**src/rtl/sram_arb_pkg.sv**
```systemverilog
// Shared types and default widths for the SRAM port arbiter.
package sram_arb_pkg;

    typedef enum logic [1:0] {
        IDLE  = 2'd0,
        ISSUE = 2'd1,
        WAIT  = 2'd2,
        DONE  = 2'd3
    } arb_state_t;

    localparam int SRAM_ADDR_W = 17;
    localparam int SRAM_DATA_W = 16;

endpackage

```
**src/rtl/sram_rr_pick.sv**
```systemverilog
// Rotating-priority picker: first set request at or after ptr, wrapping modulo N_PORTS.
module sram_rr_pick #(
    parameter int N_PORTS = 3,
    parameter int IDX_W   = $clog2(N_PORTS)
) (
    input  logic [N_PORTS-1:0] req,
    input  logic [IDX_W-1:0]   ptr,
    output logic               valid,
    output logic [IDX_W-1:0]   idx
);

    logic [IDX_W:0]   sum;
    logic [IDX_W-1:0] pos;
    logic             hit;

    // Walk offsets 0..N_PORTS-1 from ptr; the earliest hit keeps priority.
    always_comb begin
        valid = 1'b0;
        idx   = '0;
        sum   = '0;
        pos   = '0;
        hit   = 1'b0;
        for (int i = 0; i < N_PORTS; i++) begin
            sum   = {1'b0, ptr} + (IDX_W+1)'(i);
            pos   = (sum >= (IDX_W+1)'(N_PORTS)) ? IDX_W'(sum - (IDX_W+1)'(N_PORTS)) : IDX_W'(sum);
            hit   = !valid && req[pos];
            idx   = hit ? pos : idx;
            valid = valid | hit;
        end
    end

endmodule

```
**src/rtl/sram_port_arbiter.sv**
```systemverilog
// Round-robin sharing of one SRAM controller among N_PORTS clients, with a
// latched command and a per-transaction timeout.
module sram_port_arbiter
    import sram_arb_pkg::*;
#(
    parameter int N_PORTS        = 3,
    parameter int ADDR_W         = SRAM_ADDR_W,
    parameter int DATA_W         = SRAM_DATA_W,
    parameter int TIMEOUT_CYCLES = 64
) (
    input  logic                      clk,
    input  logic                      rst,
    input  logic [N_PORTS-1:0]        req,
    input  logic [N_PORTS-1:0]        we,
    input  logic [N_PORTS*ADDR_W-1:0] addr,
    input  logic [N_PORTS*DATA_W-1:0] wdata,
    output logic [N_PORTS-1:0]        ack,
    output logic [DATA_W-1:0]         rdata,
    output logic                      err,
    output logic                      busy,
    output logic                      mem_read_req,
    output logic                      mem_write_req,
    output logic [ADDR_W-1:0]         mem_addr,
    output logic [DATA_W-1:0]         mem_wdata,
    input  logic [DATA_W-1:0]         mem_rdata,
    input  logic                      mem_ready
);

    localparam int IDX_W = $clog2(N_PORTS);
    localparam int CNT_W = $clog2(TIMEOUT_CYCLES);
    localparam logic [CNT_W-1:0] CNT_LAST = CNT_W'(TIMEOUT_CYCLES - 1);
    localparam logic [IDX_W-1:0] IDX_LAST = IDX_W'(N_PORTS - 1);

    arb_state_t        state;
    arb_state_t        state_next;
    logic [IDX_W-1:0]  gnt_idx;
    logic [IDX_W-1:0]  rr_ptr;
    logic              we_q;
    logic [CNT_W-1:0]  cnt;
    logic [DATA_W-1:0] rdata_q;
    logic              err_q;
    logic              pick_valid;
    logic [IDX_W-1:0]  pick_idx;

    sram_rr_pick #(
        .N_PORTS (N_PORTS),
        .IDX_W   (IDX_W)
    ) u_pick (
        .req   (req),
        .ptr   (rr_ptr),
        .valid (pick_valid),
        .idx   (pick_idx)
    );

    // State register.
    always_ff @(posedge clk or posedge rst) begin
        if (rst) begin
            state <= IDLE;
        end else begin
            state <= state_next;
        end
    end

    // Next-state logic; a ready pulse in the expiry cycle takes precedence.
    always_comb begin
        state_next = state;
        case (state)
            IDLE:    state_next = pick_valid ? ISSUE : IDLE;
            ISSUE:   state_next = WAIT;
            WAIT: begin
                if (mem_ready || (cnt == CNT_LAST)) begin
                    state_next = DONE;
                end else begin
                    state_next = WAIT;
                end
            end
            DONE:    state_next = IDLE;
            default: state_next = IDLE;
        endcase
    end

    // Command latch, timeout counter, completion capture and pointer update.
    always_ff @(posedge clk or posedge rst) begin
        if (rst) begin
            gnt_idx   <= '0;
            rr_ptr    <= '0;
            we_q      <= 1'b0;
            cnt       <= '0;
            rdata_q   <= '0;
            err_q     <= 1'b0;
            mem_addr  <= '0;
            mem_wdata <= '0;
        end else begin
            case (state)
                IDLE: begin
                    if (pick_valid) begin
                        gnt_idx   <= pick_idx;
                        we_q      <= we[pick_idx];
                        mem_addr  <= addr[int'(pick_idx)*ADDR_W +: ADDR_W];
                        mem_wdata <= wdata[int'(pick_idx)*DATA_W +: DATA_W];
                    end
                end
                ISSUE: cnt <= '0;
                WAIT: begin
                    cnt <= cnt + CNT_W'(1);
                    if (mem_ready) begin
                        rdata_q <= we_q ? '0 : mem_rdata;
                        err_q   <= 1'b0;
                    end else if (cnt == CNT_LAST) begin
                        rdata_q <= '0;
                        err_q   <= 1'b1;
                    end
                end
                DONE: rr_ptr <= (gnt_idx == IDX_LAST) ? '0 : gnt_idx + IDX_W'(1);
                default: ;
            endcase
        end
    end

    // Outputs decoded from the state register and latched data only.
    always_comb begin
        ack   = '0;
        rdata = '0;
        err   = 1'b0;
        if (state == DONE) begin
            ack[gnt_idx] = 1'b1;
            rdata        = rdata_q;
            err          = err_q;
        end else begin
            ack   = '0;
            rdata = '0;
            err   = 1'b0;
        end
    end

    assign busy          = (state != IDLE);
    assign mem_read_req  = (state == ISSUE) && !we_q;
    assign mem_write_req = (state == ISSUE) && we_q;

endmodule
```
**config.mk**
```make
export PLATFORM = sky130hd
export DESIGN_NAME = sram_port_arbiter
export DESIGN_NICKNAME = d
export VERILOG_FILES = /design/src/rtl/sram_arb_pkg.sv /design/src/rtl/sram_rr_pick.sv /design/src/rtl/sram_port_arbiter.sv
export SDC_FILE = /design/constraint.sdc
export NUM_CORES = 1
export LEC_CHECK = 0
export BUFFER_PORTS_ARGS = -buffer_cell sky130_fd_sc_hd__buf_4
export CAP_MARGIN = 25
export CORE_ASPECT_RATIO = 1.4
export CORE_MARGIN = 4
export CORE_UTILIZATION = 35
export DETAILED_ROUTE_END_ITERATION = 10
export REMOVE_ABC_BUFFERS = 1
export SLEW_MARGIN = 0
export SYNTH_ARGS = -nofsm -noshare
export SYNTH_HDL_FRONTEND = slang
export SYNTH_SLANG_ARGS = --single-unit
```
**constraint.sdc**
```tcl
create_clock -name clk -period 4.4 [get_ports clk]
set_clock_uncertainty 0.15 [all_clocks]
set_input_delay 0.22 -clock clk [delete_from_list [all_inputs] [get_ports clk]]
set_output_delay 0.22 -clock clk [all_outputs]
set_load 0.02 [all_outputs]
```
Word-level counts from Yosys, hierarchy flattened
Index checks and enable logic that the tools add are counted.
{"block": "word_totals", "input_bits": 124, "wordCells": 79, "output_inout_bits": 56, "reg_bits": 63}
{"block": "classes", "reduce_logical": 15, "bitwise_logic": 2, "mul": 1, "n_lt_le_gt_ge": 9, "muxes": 29, "addsub": 7, "n_eq_ne": 5, "n_shift": 2}
{"op": "16-bit two-way mux", "n": 4}
{"op": "51-bit by 8-bit variable part select with 17-bit output", "n": 1}
{"op": "48-bit by 7-bit variable part select with 16-bit output", "n": 1}
{"op": "2-bit by 3-bit less-than comparator with 1-bit output (second input constant)", "n": 5}
{"op": "2-bit two-way mux", "n": 7}
{"op": "6-bit case mux with 2 select lines", "n": 1}
{"op": "1-bit two-way mux", "n": 10}
{"op": "1-bit binary-select mux with 2-bit select", "n": 4}
{"op": "2-bit case mux with 4 select lines", "n": 1}
{"op": "2-bit by 5-bit multiplier with 7-bit output (second input constant)", "n": 1}
{"op": "6-bit by 1-bit adder with 6-bit output (second input constant)", "n": 1}
{"op": "2-bit == test (second input constant)", "n": 3}
{"op": "6-bit == test (second input constant)", "n": 1}
{"op": "3-bit by 2-bit >= comparator with 1-bit output (second input constant)", "n": 2}
{"op": "2-bit nonzero test", "n": 3}
{"op": "2-bit subtractor (second input constant)", "n": 3}
{"op": "1-bit logical AND", "n": 5}
{"op": "2-bit AND reduction", "n": 2}
{"op": "2-bit by 1-bit adder with 3-bit output (second input constant)", "n": 1}
{"op": "2-bit by 2-bit adder with 3-bit output (second input constant)", "n": 1}
{"op": "1-bit zero test", "n": 3}
{"op": "3-bit two-way mux", "n": 1}
{"op": "2-bit by 1-bit adder with 2-bit output (second input constant)", "n": 1}
{"op": "1-bit demux with 2-bit select", "n": 1}
{"op": "6 further kinds", "n": 7}

Longest topological paths before layout
Gate-level depths: netlist (run 1).
{"block": "logic_depth", "depth_word": 12, "depth_mapped": 11, "mapped_depth_nobuf": 7}

Modules after synthesis
Synthesis (run 1) repeated with hierarchy kept, for this count alone.
{"block": "hier_totals", "cells_unflattened": 426, "area_unflattened_um2": 3867.5}
{"mod": "sram_port_arbiter", "seq_area_each_um2": 1576.5, "area_each_um2": 3616.0, "cells_per_inst": 394, "n_inst": 1}
{"mod": "sram_rr_pick", "seq_area_each_um2": 0.0, "area_each_um2": 251.5, "cells_per_inst": 32, "n_inst": 1}

Worst setup path after synthesis (run 1)
OpenSTA, ideal clock, no wires.
{"block": "synth_path", "path_kind": "register -> register", "from": "register rr_ptr[1]", "to": "register mem_addr[0]", "required_time_ps": 4118, "n_path_buf": 2, "stages_incl_launch_ff": 10, "arrival_ps": 2222, "synth_period_minus_slack_ps": 2504, "setup_time_ps": 132, "path_slack_ps": 1896, "cell_sequence": "dfrtp_1 > inv_1 > ha_1 > buf_6 > mux2i_1 > mux2_4 > mux2i_2 > buf_2 > mux2i_1 > o211ai_2"}
{"block": "synth_between", "elab_chain_len": 12, "elab_cells_between_ends": 29, "classes_between": "add/sub: 5; mul: 1; order compare: 3; shift: 1; mux: 12; bitwise: 2; reduce/logical: 5"}
{"element": "from (decl)", "line": "sram_port_arbiter.sv:37", "text": "logic [IDX_W-1:0] rr_ptr;"}
{"element": "from (signal assigned)", "line": "sram_port_arbiter.sv:114", "text": "DONE: rr_ptr <= (gnt_idx == IDX_LAST) ? '0 : gnt_idx + IDX_W'(1);"}
{"element": "2-bit by 1-bit adder with 3-bit output (tied with other cells)", "line": "sram_rr_pick.sv:24", "text": "sum = {1'b0, ptr} + (IDX_W+1)'(i);"}
{"element": "3-bit by 2-bit >= comparator with 1-bit output (tied with other cells)", "line": "sram_rr_pick.sv:25", "text": "pos = (sum >= (IDX_W+1)'(N_PORTS)) ? IDX_W'(sum - (IDX_W+1)'(N_PORTS)) : IDX_W'(sum);"}
{"element": "2-bit two-way mux or 1-bit binary-select mux with 2-bit select (tied branches)", "line": "sram_rr_pick.sv:25, sram_rr_pick.sv:26"}
{"element": "1-bit binary-select mux with 2-bit select or 1-bit two-way mux (tied branches)", "line": "sram_rr_pick.sv:26", "text": "hit = !valid && req[pos];"}
{"element": "1-bit two-way mux (implied by the code) or 1-bit zero test (tied branches)", "line": "sram_rr_pick.sv:26"}
{"element": "1-bit logical AND", "line": "sram_rr_pick.sv:26"}
{"element": "1-bit OR", "line": "sram_rr_pick.sv:28", "text": "valid = valid | hit;"}
{"element": "1-bit zero test", "line": "sram_rr_pick.sv:26"}
{"element": "1-bit logical AND", "line": "sram_rr_pick.sv:26"}
{"element": "2-bit two-way mux", "line": "sram_rr_pick.sv:27", "text": "idx = hit ? pos : idx;"}
{"element": "2-bit by 5-bit multiplier with 7-bit output", "line": "sram_port_arbiter.sv:99", "text": "mem_addr <= addr[int'(pick_idx)*ADDR_W +: ADDR_W];"}
{"element": "51-bit by 8-bit variable part select with 17-bit output", "line": "sram_port_arbiter.sv:99"}
{"element": "to (signal assigned)", "line": "sram_port_arbiter.sv:99"}
{"element": "to (decl)", "line": "sram_port_arbiter.sv:23", "text": "output logic [ADDR_W-1:0] mem_addr,"}
Several ways; a longest one is shown, not always the timed one. The select of a mux whose other input is x is not followed.
A chain may end at the register's enable or synchronous reset.

Worst setup path after layout (run 1)
{"block": "layout_path", "from": "register rr_ptr[1]", "to": "register mem_wdata[10]"}
{"block": "layout_between", "elab_chain_len": 11, "elab_cells_between_ends": 28, "classes_between": "add/sub: 5; order compare: 3; shift: 1; mux: 12; bitwise: 2; reduce/logical: 5"}
{"element": "2-bit by 1-bit adder with 3-bit output (tied with other cells)", "line": "sram_rr_pick.sv:24"}
{"element": "3-bit by 2-bit >= comparator with 1-bit output (tied with other cells)", "line": "sram_rr_pick.sv:25"}
{"element": "2-bit two-way mux or 1-bit binary-select mux with 2-bit select (tied branches)", "line": "sram_rr_pick.sv:25, sram_rr_pick.sv:26"}
{"element": "1-bit binary-select mux with 2-bit select or 1-bit two-way mux (tied branches)", "line": "sram_rr_pick.sv:26"}
{"element": "1-bit two-way mux (implied by the code) or 1-bit zero test (tied branches)", "line": "sram_rr_pick.sv:26"}
{"element": "1-bit logical AND", "line": "sram_rr_pick.sv:26"}
{"element": "1-bit OR", "line": "sram_rr_pick.sv:28"}
{"element": "1-bit zero test", "line": "sram_rr_pick.sv:26"}
{"element": "1-bit logical AND", "line": "sram_rr_pick.sv:26"}
{"element": "2-bit two-way mux or 1-bit OR (tied branches)", "line": "sram_rr_pick.sv:27, sram_rr_pick.sv:28"}
{"element": "48-bit by 7-bit variable part select with 16-bit output or 2-bit AND reduction (tied branches)"}
{"element": "to (signal assigned)", "line": "sram_port_arbiter.sv:100", "text": "mem_wdata <= wdata[int'(pick_idx)*DATA_W +: DATA_W];"}
{"element": "to (decl)", "line": "sram_port_arbiter.sv:24", "text": "output logic [DATA_W-1:0] mem_wdata,"}
Several ways; a longest one is shown, not always the timed one. The select of a mux whose other input is x is not followed.

==> results of run 1 <==
[flip-flops by register name, indices dropped and copies added (netlist names)]
register / count
rr_ptr: 2
cnt: 6
we_q: 1
gnt_idx: 2
state: 2
mem_wdata: 16
err_q: 1
rdata_q: 16
mem_addr: 17
[where the power goes]
group	total [uW]	internal [uW]	switching, uW
registers	968	830	138
clock network	773	526	247
logic	2290	938	1360
[stage by stage]
stage               area [um^2]  instances  hold slack, ns
floorplan                  3640        356           0.182
detailed placement         5280        682           0.313
CTS                        5660        704        0.000124
global placement           5240        679           0.308
global route               5660        704          0.0134
finish                     5660        704         -0.0238
[critical path, cell delays in order (launching register included)]
cell and delay (ns):
dfrtp_1 0.39, inv_1 0.10, ha_1 0.36, mux2i_1 0.34
mux2_4 0.25, mux2i_4 0.65, buf_4 0.48, mux2i_1 0.29
o211ai_2 0.09
[layer usage]
| layer | GRT usage [%] | vias up | share of wire, % |
|---|---|---|---|
| met5 | 0 | - | 0 |
| met4 | 5.62 | 0 | 1.2 |
| met3 | 5.38 | 10 | 8.4 |
| met2 | 33.3 | 131 | 50 |
| met1 | 21.5 | 1697 | 41 |
| li1 | - | 1733 | - |
[cell families after synthesis]
group	share of synthesized area (%)
simple gates	14.3
compound gates	23.8
flops	41.5
buf+inv	5.54
mux	11.3
fa+ha+maj	3.29
xor+xnor	0.231
[final timing paths]
check / start / end / slack [ns] / cells after the start
worst min register to register: rdata_q[2]$_DFFE_PP0P_ / rdata_q[2]$_DFFE_PP0P_ / 0.32 / 2
worst min-delay path: rst / err_q$_DFFE_PP0P_ / -0.02 / 3
max in group asynchronous: rst / mem_wdata[7]$_DFFE_PP0P_ / 3.56 / 3
worst max register to register: rr_ptr[1]$_DFFE_PP0P_ / mem_wdata[10]$_DFFE_PP0P_ / 1.13 / 8
min in group clk: mem_rdata[1] / rdata_q[1]$_DFFE_PP0P_ / 0.01 / 3
worst max-delay path: rr_ptr[1]$_DFFE_PP0P_ / mem_wdata[10]$_DFFE_PP0P_ / 1.13 / 8
[layout make-up]
| type | count | area [um^2] |
|---|---|---|
| multi-input cells | 280 | 2050 |
| well taps | 138 | 173 |
| clock inverters | 3 | 65.1 |
| flip-flops and latches | 63 | 1580 |
| repair buffers | 194 | 1490 |
| clock buffers | 13 | 260 |
| fillers | 981 | 4850 |
| inverters | 13 | 48.8 |
[Yosys cell counts]
library cell	n	area [um^2]
o21ai_1	1	5.00
clkbuf_1	20	75.1
nor3b_1	3	22.5
buf_4	2	15.0
nand4b_1	1	8.76
mux2_4	1	15.0
nor2_1	7	26.3
buf_6	5	56.3
o21ai_0	25	125
a311oi_2	1	15.0
buf_2	3	15.0
ha_1	10	125
a21boi_2	1	11.3
nand4_1	1	6.26
o22ai_1	1	6.26
inv_1	13	48.8
nand2b_1	1	6.26
mux2_2	1	11.3
nand2_1	73	274
o211ai_2	29	363
mux2i_1	39	390
and2_1	18	113
nor4_1	1	6.26
o21bai_1	2	15.0
and3b_1	1	8.76
a31oi_1	1	6.26
o31ai_1	1	7.51
o311ai_0	1	8.76
o21a_1	2	15.0
o2111ai_1	1	8.76
dfrtp_1	63	1580
xor2_1	1	8.76
a21oi_1	3	15.0
a31o_1	1	8.76
or3_1	2	12.5
nand3_1	5	25.0
mux2i_2	1	13.8
nor2b_1	3	18.8
nand3b_1	2	15.0
o211ai_1	39	293
[timing repair]
action | in CTS | in global routing
hold buffers | 6 | 0
hold endpoints to repair | 6 | 0
buffers inserted | 0 | 0
==> results.md, run 1 <==
* Clk slew on worst S/H paths at 0.05 ns
* Max FO, Critical Path at 21
* Setup crit start kind: flip-flop
* Critical Path RT at 4.44 ns
* Drc violations at 0
* Post-Syn Instances at 386
* Max-slew headroom at 44.7%
* Register bit total from synthesis at 63
* CTS Buffer Depth at 2
* H-tree depth at 3
* Nets at 695
* Setup ws final at 1.13 ns
* Commonest non-fill, non-tap cells in the layout: buf_4, nand2_1, dfrtp_1
* Die Area at 12,600 um^2
* Die height at 131 um
* TritonCTS clock tree: built
* Hold WS at -0.0238 ns
* Synth cell types at 40
* Post-Syn Area at 3800 um^2
* Iteration-0 DRC Markers at 130
* Commonest non-fill, non-tap cell in the layout: buf_4
* Via count at 3,571
* Vias in the first global route at 3,786
* Syn-to-layout area delta at 49.1%
* Max-Cap Viols at 0
* Peak supply drop at 0.443 mV
* Syn Area/Cell at 9.84 um^2
* Period minus WS final at 3.27 ns
* Final hold viol count at 24
* Setup violators final at 0
* Post-Place Setup Slack at 1.12 ns
* Post-synthesis sequential area ratio at 41.5%
* Setup TNS at 0 ns
* Max-slew violations at 0
* I/O pins at 180
* Ys Warns at 0
* Largest net degree at the start of global routing at 64
* Leakage at between 0.002 and 0.003 uW
* CTS sink count at 63
* Core Util, Final at 53.9%
* First-pass GRT wire length at between 15,000 and 20,000 um
* Crit share post-route at 74.4%
* Fmax at 0.306 GHz
* CP endpoint kind: flip-flop
* Die Wd at 96.0 um
* Starting Density at 36.1%
* Tot Pwr at approximately 4000 uW
* DRT Wirelength at 11,600 um
* Worst hold-check path type: in2async
* Setup CP Type: reg2reg
* GP Congestion at 0.791
* Post-route ant nets at 0
* First-pass DRT Iterations at 4
* Worst skew pair latency at between 0.3 and 0.4 ns
* PostCTS Resize Cnt at 0
* Port bufs at 179
* Failing checks: negative hold slack
* Clk root buf: clkbuf_16
* Post-DP HPWL at 8400 um
* GR Util All Layers at a little under a fifth
* Ratio of cells with drive above 1 in the final layout at 42.6%
* Num CTS Buffers at 9
* Antenna violations before repair at 0
* WL/cell at roughly 17 um
* N_diodes at 0
* Status: finished with violations
* Core ar. at roughly 11,000 um^2
* Vias per std cell at 5.07
* CP Data Arrival Time at 3.32 ns
* Std cell rows at 44
* RSZ-0062 raised after global routing: false
* Grt total ovfl at 0
* Power per cell area at between 700 and 800 nW/um^2
* Worst slew pin tran at 0.830 ns
Power figures use the tool's default switching activity.
==> run 2, diff against run 1 <==
--- a/config.mk
+++ b/config.mk
@@ -5,6 +5,7 @@
 export SDC_FILE = /design/constraint.sdc
 export NUM_CORES = 1
 export LEC_CHECK = 0
+export ABC_AREA = 1
 export BUFFER_PORTS_ARGS = -buffer_cell sky130_fd_sc_hd__buf_4
 export CAP_MARGIN = 25
 export CORE_ASPECT_RATIO = 1.4
==> constraint.sdc (replaced) <==
create_clock -name clk -period 2.8 [get_ports clk]
set_clock_uncertainty 0.15 [all_clocks]
set_input_delay 0.14 -clock clk [delete_from_list [all_inputs] [get_ports clk]]
set_output_delay 0.14 -clock clk [all_outputs]
set_load 0.02 [all_outputs]
==> run 2 against run 1 <==
Effect of this change:
- the run now ends clean
- via count grew 27%
- design area grew 21%
- sequential power grew 64%
- first-iteration DRC count grew 12%
- global-route usage grew 0.068 points
- clock power grew 45%
- largest power group unchanged
==> results.md, run 2 <==
* Synth cell types at 28
* Status: completed
* Post-synthesis sequential area ratio at 38.6%
* CP max-delay cell: inv_2
* Routed wl met2 at 6830 um
* Max-slew headroom at 47.4%
* Most common cell in the synthesized netlist: nand2_1
* Port bufs at 179
* CP endpoint kind: flip-flop
* Dominant cell type by area after synthesis: dfrtp_1
* CTS Buffer Depth at 2
* Complex-gate fraction of the synthesized area at between 10% and 20%
* Post-synth top area share at 38.6%
* Max FO, Critical Path at 36
* Vias in the first global route at 4,556
* Post-route cell area at 6850 um^2
* Setup TNS at 0 ns
* Iteration-0 DRC Markers at ~150
* CP Data Arrival Time at 2.60 ns
* Critical Path RT at 2.92 ns
* Filler cells at 969
* Syn-to-layout area delta at 67.8%
* TritonCTS clock tree: built
* Top_reg_cell synth: dfrtp_1
* Post-synthesis xor/xnor area fraction at 0%
* Max-Cap Viols at 0
* GP Congestion at 0.854
* Critical-path cell list: inv_1 > ha_1 > inv_2 > nand2_1 > nand3_1 > nand2_1 > nand4_2 > nand2_4 > inv_2 > nand3_1 > nand2_1 > inv_1 > nand2_1
* I/O pins at 180
* Post-Syn Instances at 558
* Worst hold-check path type: in2reg
* Routed wl met3 at approximately 830 um
* Multiplexer area fraction after synthesis at 0%
* Met1 wire length at 4790 um
* Ratio of cells with drive above 1 in the final layout at 30.8%
* Worst slew pin tran at 0.790 ns
* Placed Area at roughly 5500 um^2
* Commonest non-fill, non-tap cell in the layout: nand2_1
* WL/cell at ~13 um
* Crit-path max cell delay at around 0.45 ns
* Crit share post-route at around nine tenths
* Setup crit start kind: flip-flop
* Commonest non-fill, non-tap cells in the layout: nand2_1, buf_4, inv_1
* CTS sink count at 63
* Top routing layer used: met4
* H-tree depth at 3
* Max-slew violations at 0
* Simple-gate share of the synthesized area at 29.9%
* Nets at 967
* Most instantiated cells after synthesis: nand2_1, inv_1, dfrtp_1
* Std cell rows at 46
* Max reg flops at 17
* Period minus WS final at 2.48 ns
* Worst skew pair latency at roughly 0.33 ns
* Largest net degree at the start of global routing at 66
* Biggest register: mem_addr
* Peak supply drop at 0.848 mV
* First-pass DRT Iterations at 4
* Num CTS Buffers at 9
* Syn Area/Cell at 7.32 um^2
* Most area-consuming cells after synthesis: dfrtp_1, nand2_1, inv_1
* Clk root buf: clkbuf_16
* Adder-cell share of the synthesized area at under 10%
* First-pass GRT wire length at just over 20,000 um
* Async SR Flop Fraction at 100%
* Grt total ovfl at 0
* Drc violations at 0
* Die Area at 13,500 um^2
* Via count at between 4,000 and 5,000
* Fmax at ~0.4 GHz
* Post-route ant nets at 0
* Starting Density at 35.8%
* Power per cell area at 1030 nW/um^2
* Ys Warns at 0
* Final hold viol count at 0
* Die height at approximately 140 um
* Leakage at 0.00371 uW
* GR Util All Layers at roughly a fifth
* Biggest regs: mem_addr x17, mem_wdata x16, rdata_q x16
* Largest family of logic cells by synthesized area: simple AND/OR/NAND/NOR gates
* Setup CP Type: reg2reg
* Die Wd at 99.3 um
* Vias per std cell at 4.62
* Antenna violations before repair at 0
* EDFF count, synth at 0
* Core ar. at 11,400 um^2
* Post-DP HPWL at roughly 8700 um
* RSZ-0062 raised after global routing: false
* DRT Wirelength at 12,900 um
* Clk slew on worst S/H paths at ~0.060 ns
* Setup violators final at 0
* Register bit total from synthesis at 63
* Post-Syn Area at 4080 um^2
* Critical Path Most Common Cell: nand2_1
[run 2: cell types whose count changed in the layout (fill, tap and decap cells not counted), moves of 4 or more]
cell,before,now
nand3_1,5,47
a21oi_1,3,11
nand2_2,0,12
and2_1,18,0
mux2i_1,39,0
nor2_1,6,14
o211ai_1,39,2
inv_2,1,5
nand2_1,73,194
dlygate4sd3_1,6,102
inv_1,12,103
nor3_1,0,6
o21ai_0,25,19
[run 2: cell families after synthesis]
| kind of cell | count (synthesis) |
|---|---|
| buffers and inverters | 133 |
| AND/OR/NAND/NOR | 283 |
| AO/OA/AOI/OAI | 69 |
| adder cells (fa/ha/maj) | 10 |
| flip-flops | 63 |
[run 2: critical path, delay by kind of cell, from the launching register on]
| kind | cells | cell delay, ns |
|---|---|---|
| and+or+nand+nor | 8 | 0.80 |
| buffers and inverters | 4 | 0.72 |
| DFF | 1 | 0.38 |
| adders and majority gates | 1 | 0.37 |
[run 2: per-layer routing]
layer	up-vias	global-route usage (%)
met4	0	10.8
li1	2277	-
met1	2057	19.6
met5	-	0
met2	166	34.9
met3	42	4.02
[run 2: layout make-up]
| type | count | area [um^2] | share of cell area [%] |
|---|---|---|---|
| clock inverters | 5 | 57.6 | 0.840 |
| repair buffers | 289 | 2450 | 35.8 |
| well taps | 144 | 180 | 2.63 |
| inverters | 108 | 405 | 5.92 |
| multi-input cells | 362 | 1930 | 28.2 |
| clock buffers | 11 | 243 | 3.54 |
| flip-flops and latches | 63 | 1580 | 23.0 |
| diodes | 1 | 2.50 | 0.0365 |
[run 2: stage by stage]
step	cells	power (uW)	utilization [%]	hold WS (ns)	setup WS, ns
final	983	7080	60.1	0.0101	0.316
after global routing	982	7680	60.1	0.0201	0.0766
after CTS	982	7160	60.1	0.000623	0.315
after detailed placement	864	5900	48.5	0.0343	0.326
after global placement	864	5780	48.5	0.0322	0.440
after floorplan	533	4420	-	0.102	0.0765
[run 2: power by group]
part | leakage [uW] | switching [uW] | internal (uW) | total (uW)
sequential | 0.000798 | 244 | 1350 | 1590
clock | 0.000138 | 407 | 711 | 1120
combinational | 0.00277 | 2780 | 1600 | 4370
total | 0.00371 | 3430 | 3650 | 7080
[run 2: final timing paths]
path | slack [ns] | endpoint | cells after the start | from
worst max-delay path | 0.32 | mem_addr[2]$_DFFE_PP0P_ | 13 | rr_ptr[0]$_DFFE_PP0P_
worst min-delay path | 0.01 | mem_wdata[1]$_DFFE_PP0P_ | 5 | wdata[17]
worst max register to register | 0.32 | mem_addr[2]$_DFFE_PP0P_ | 13 | rr_ptr[0]$_DFFE_PP0P_
worst min register to register | 0.34 | rdata_q[5]$_DFFE_PP0P_ | 2 | rdata_q[5]$_DFFE_PP0P_
max in group asynchronous | 1.55 | cnt[0]$_DFFE_PP0P_ | 4 | rst
min in group asynchronous | 0.24 | mem_wdata[4]$_DFFE_PP0P_ | 3 | rst
[run 2: repair_timing]
item,4_1_cts,5_1_grt
resized for setup,0,0
buffers inserted,0,0
hold buffers,102,0
hold endpoints to repair,70,0
==> run 3, diff against run 2 <==
--- a/config.mk
+++ b/config.mk
@@ -12,7 +12,6 @@
 export CORE_MARGIN = 4
 export CORE_UTILIZATION = 35
 export DETAILED_ROUTE_END_ITERATION = 10
-export REMOVE_ABC_BUFFERS = 1
 export SLEW_MARGIN = 0
 export SYNTH_ARGS = -nofsm -noshare
 export SYNTH_HDL_FRONTEND = slang
==> run 3 against run 2 <==
Effect of this change:
- first-iteration DRC count fell by 28%
- non-clock buffer count rose by 4
- global-route usage rose by 1.3 points
- worst setup slack improved by 0.029 ns
- clock-buffer cell count did not move
- largest cell class unchanged
==> results.md, run 3 (synthesis gave the netlist of run 2 again) <==
* Final hold viol count at 0
* Worst slew pin tran at 0.682 ns
* R2r startpoint: rr_ptr[0]$_DFFE_PP0P_
* Critical Path RT at 2.86 ns
* Commonest non-fill, non-tap cell in the layout: nand2_1
* I/O pins at 180
* Iteration-0 DRC Markers at 104
* Antenna violations before repair at 0
* Post-DP HPWL at 9220 um
* Via count at 4,563
* Post-CTS Setup Inserts at 0
* Max-slew headroom at 54.5%
* H-tree depth at 3
* Setup crit start kind: flip-flop
* Drc violations at 0
* Period minus WS final at 2.46 ns
* Die Area at 13,500 um^2
* Die Wd at about 99 um
* CP endpoint kind: flip-flop
* Max reg flops at 17
* Starting Density at 35.8%
* Vias per std cell at 4.63
* Worst skew pair latency at 0.33 ns
* Setup violators final at 0
* CTS sink count at 63
* Max-slew violations at 0
* Crit share post-route at 87.7%
* N_diodes at 0
* Clk slew on worst S/H paths at 0.05 ns
* First-pass DRT Iterations at 4
* Post-route ant nets at 0
* Leakage at about 0.0037 uW
* Post-Place Setup Slack at 0.196 ns
* Clk root buf: clkbuf_16
* Largest net degree at the start of global routing at 66
* Std cell rows at 46
* CP Data Arrival Time at 2.52 ns
* Min-delay src: addr[22]
* Syn-to-layout area delta at 68.8%
* Peak supply drop at ~0.56 mV
* CTS Buffer Depth at 2
* Biggest register: mem_addr
* Ratio of cells with drive above 1 in the final layout at 30.6%
* Fmax at ~0.4 GHz
* Die height at 136 um
* Grt total ovfl at 0
* RSZ-0062 raised after global routing: false
* Core ar. at between 10,000 and 15,000 um^2
* GR Util All Layers at 20.2%
* Power per cell area at 1040 nW/um^2
* Commonest non-fill, non-tap cells in the layout: nand2_1, buf_4, dlygate4sd3_1
* Mapped Nets at 692
* TritonCTS clock tree: built
* Setup TNS at 0 ns
* Crit path from: rr_ptr[0]$_DFFE_PP0P_
* Max-Cap Viols at 0
* Biggest regs: mem_addr x17, mem_wdata x16, rdata_q x16
* GP Congestion at 0.923
* Num CTS Buffers at 9
* WL/cell at 13.9 um
* Filler cells at slightly below 1,000
* Port bufs at 179
* Setup ws final at ~0.34 ns
* Nets at 971
* Vias in the first global route at 4,695
* DRT Wirelength at 13,700 um
* Worst hold-check path type: in2reg
* Max FO, Critical Path at 65
* Setup CP Type: reg2reg
* First-pass GRT wire length at approximately 22,000 um
* Status: completed
-- run 3: metrics by stage --
step | area, um^2 | utilization (%) | total power [uW] | hold slack [ns] | instances
final | 6890 | 60.5 | 7170 | 0.0157 | 985
after global routing | 6890 | 60.5 | 7800 | 0.0311 | 985
after CTS | 6890 | 60.5 | 7210 | 0.00267 | 985
after detailed placement | 5560 | 48.8 | 5990 | 0.151 | 865
after global placement | 5560 | 48.8 | 5910 | 0.154 | 865
after floorplan | 4080 | - | 4790 | 0.102 | 558
-- run 3: path summary, 6_finish.rpt --
check / to / slack (ns) / cells past startpoint
worst max-delay path: mem_addr[0]$_DFFE_PP0P_ / 0.34 / 12
worst min-delay path: mem_addr[5]$_DFFE_PP0P_ / 0.02 / 5
worst max register to register: mem_addr[0]$_DFFE_PP0P_ / 0.34 / 12
worst min register to register: rdata_q[7]$_DFFE_PP0P_ / 0.34 / 2
max in group asynchronous: mem_wdata[9]$_DFFE_PP0P_ / 1.54 / 4
min in group asynchronous: mem_addr[16]$_DFFE_PP0P_ / 0.34 / 3
-- run 3: final cells by class --
class	count	area, um^2	area share, %
clock buffer	11	233	3.38
multi-input combinational	362	1930	28.1
sequential	63	1580	22.9
clock inverter	4	47.5	0.690
timing repair buffer	293	2510	36.5
inverter	108	408	5.92
tap	144	180	2.61
-- run 3: per-layer routing --
layer / up-vias / global-route usage, % / wire (um)
met5: - / 0 / 0
met4: 0 / 7.29 / 317
met3: 31 / 5.36 / 965
met2: 165 / 37.1 / 7160
met1: 2080 / 22.2 / 5260
li1: 2287 / - / -
-- run 3: repair_timing --
action                                 4_1_cts  5_1_grt
endpoints found under the hold margin       82        0
gates resized for setup                      0        2
setup endpoints to repair                    0       17
hold buffers                               105        0
-- run 3: power by group --
group / leakage, uW / total (uW) / internal [uW] / switching [uW]
combinational: 0.00280 / 4510 / 1660 / 2850
clock: 0.000135 / 1070 / 681 / 392
sequential: 0.000798 / 1590 / 1350 / 242
-- run 3: worst max-delay path, stage by stage (launching register included) --
cell	delay (ns)
dfrtp_1	0.38
inv_1	0.09
ha_1	0.38
inv_2	0.10
nand2_1	0.08
nand3_1	0.07
nand2_1	0.15
nand4_2	0.17
nand2_2	0.13
buf_12	0.29
nand2_2	0.14
o211ai_2	0.10
nand2_1	0.06
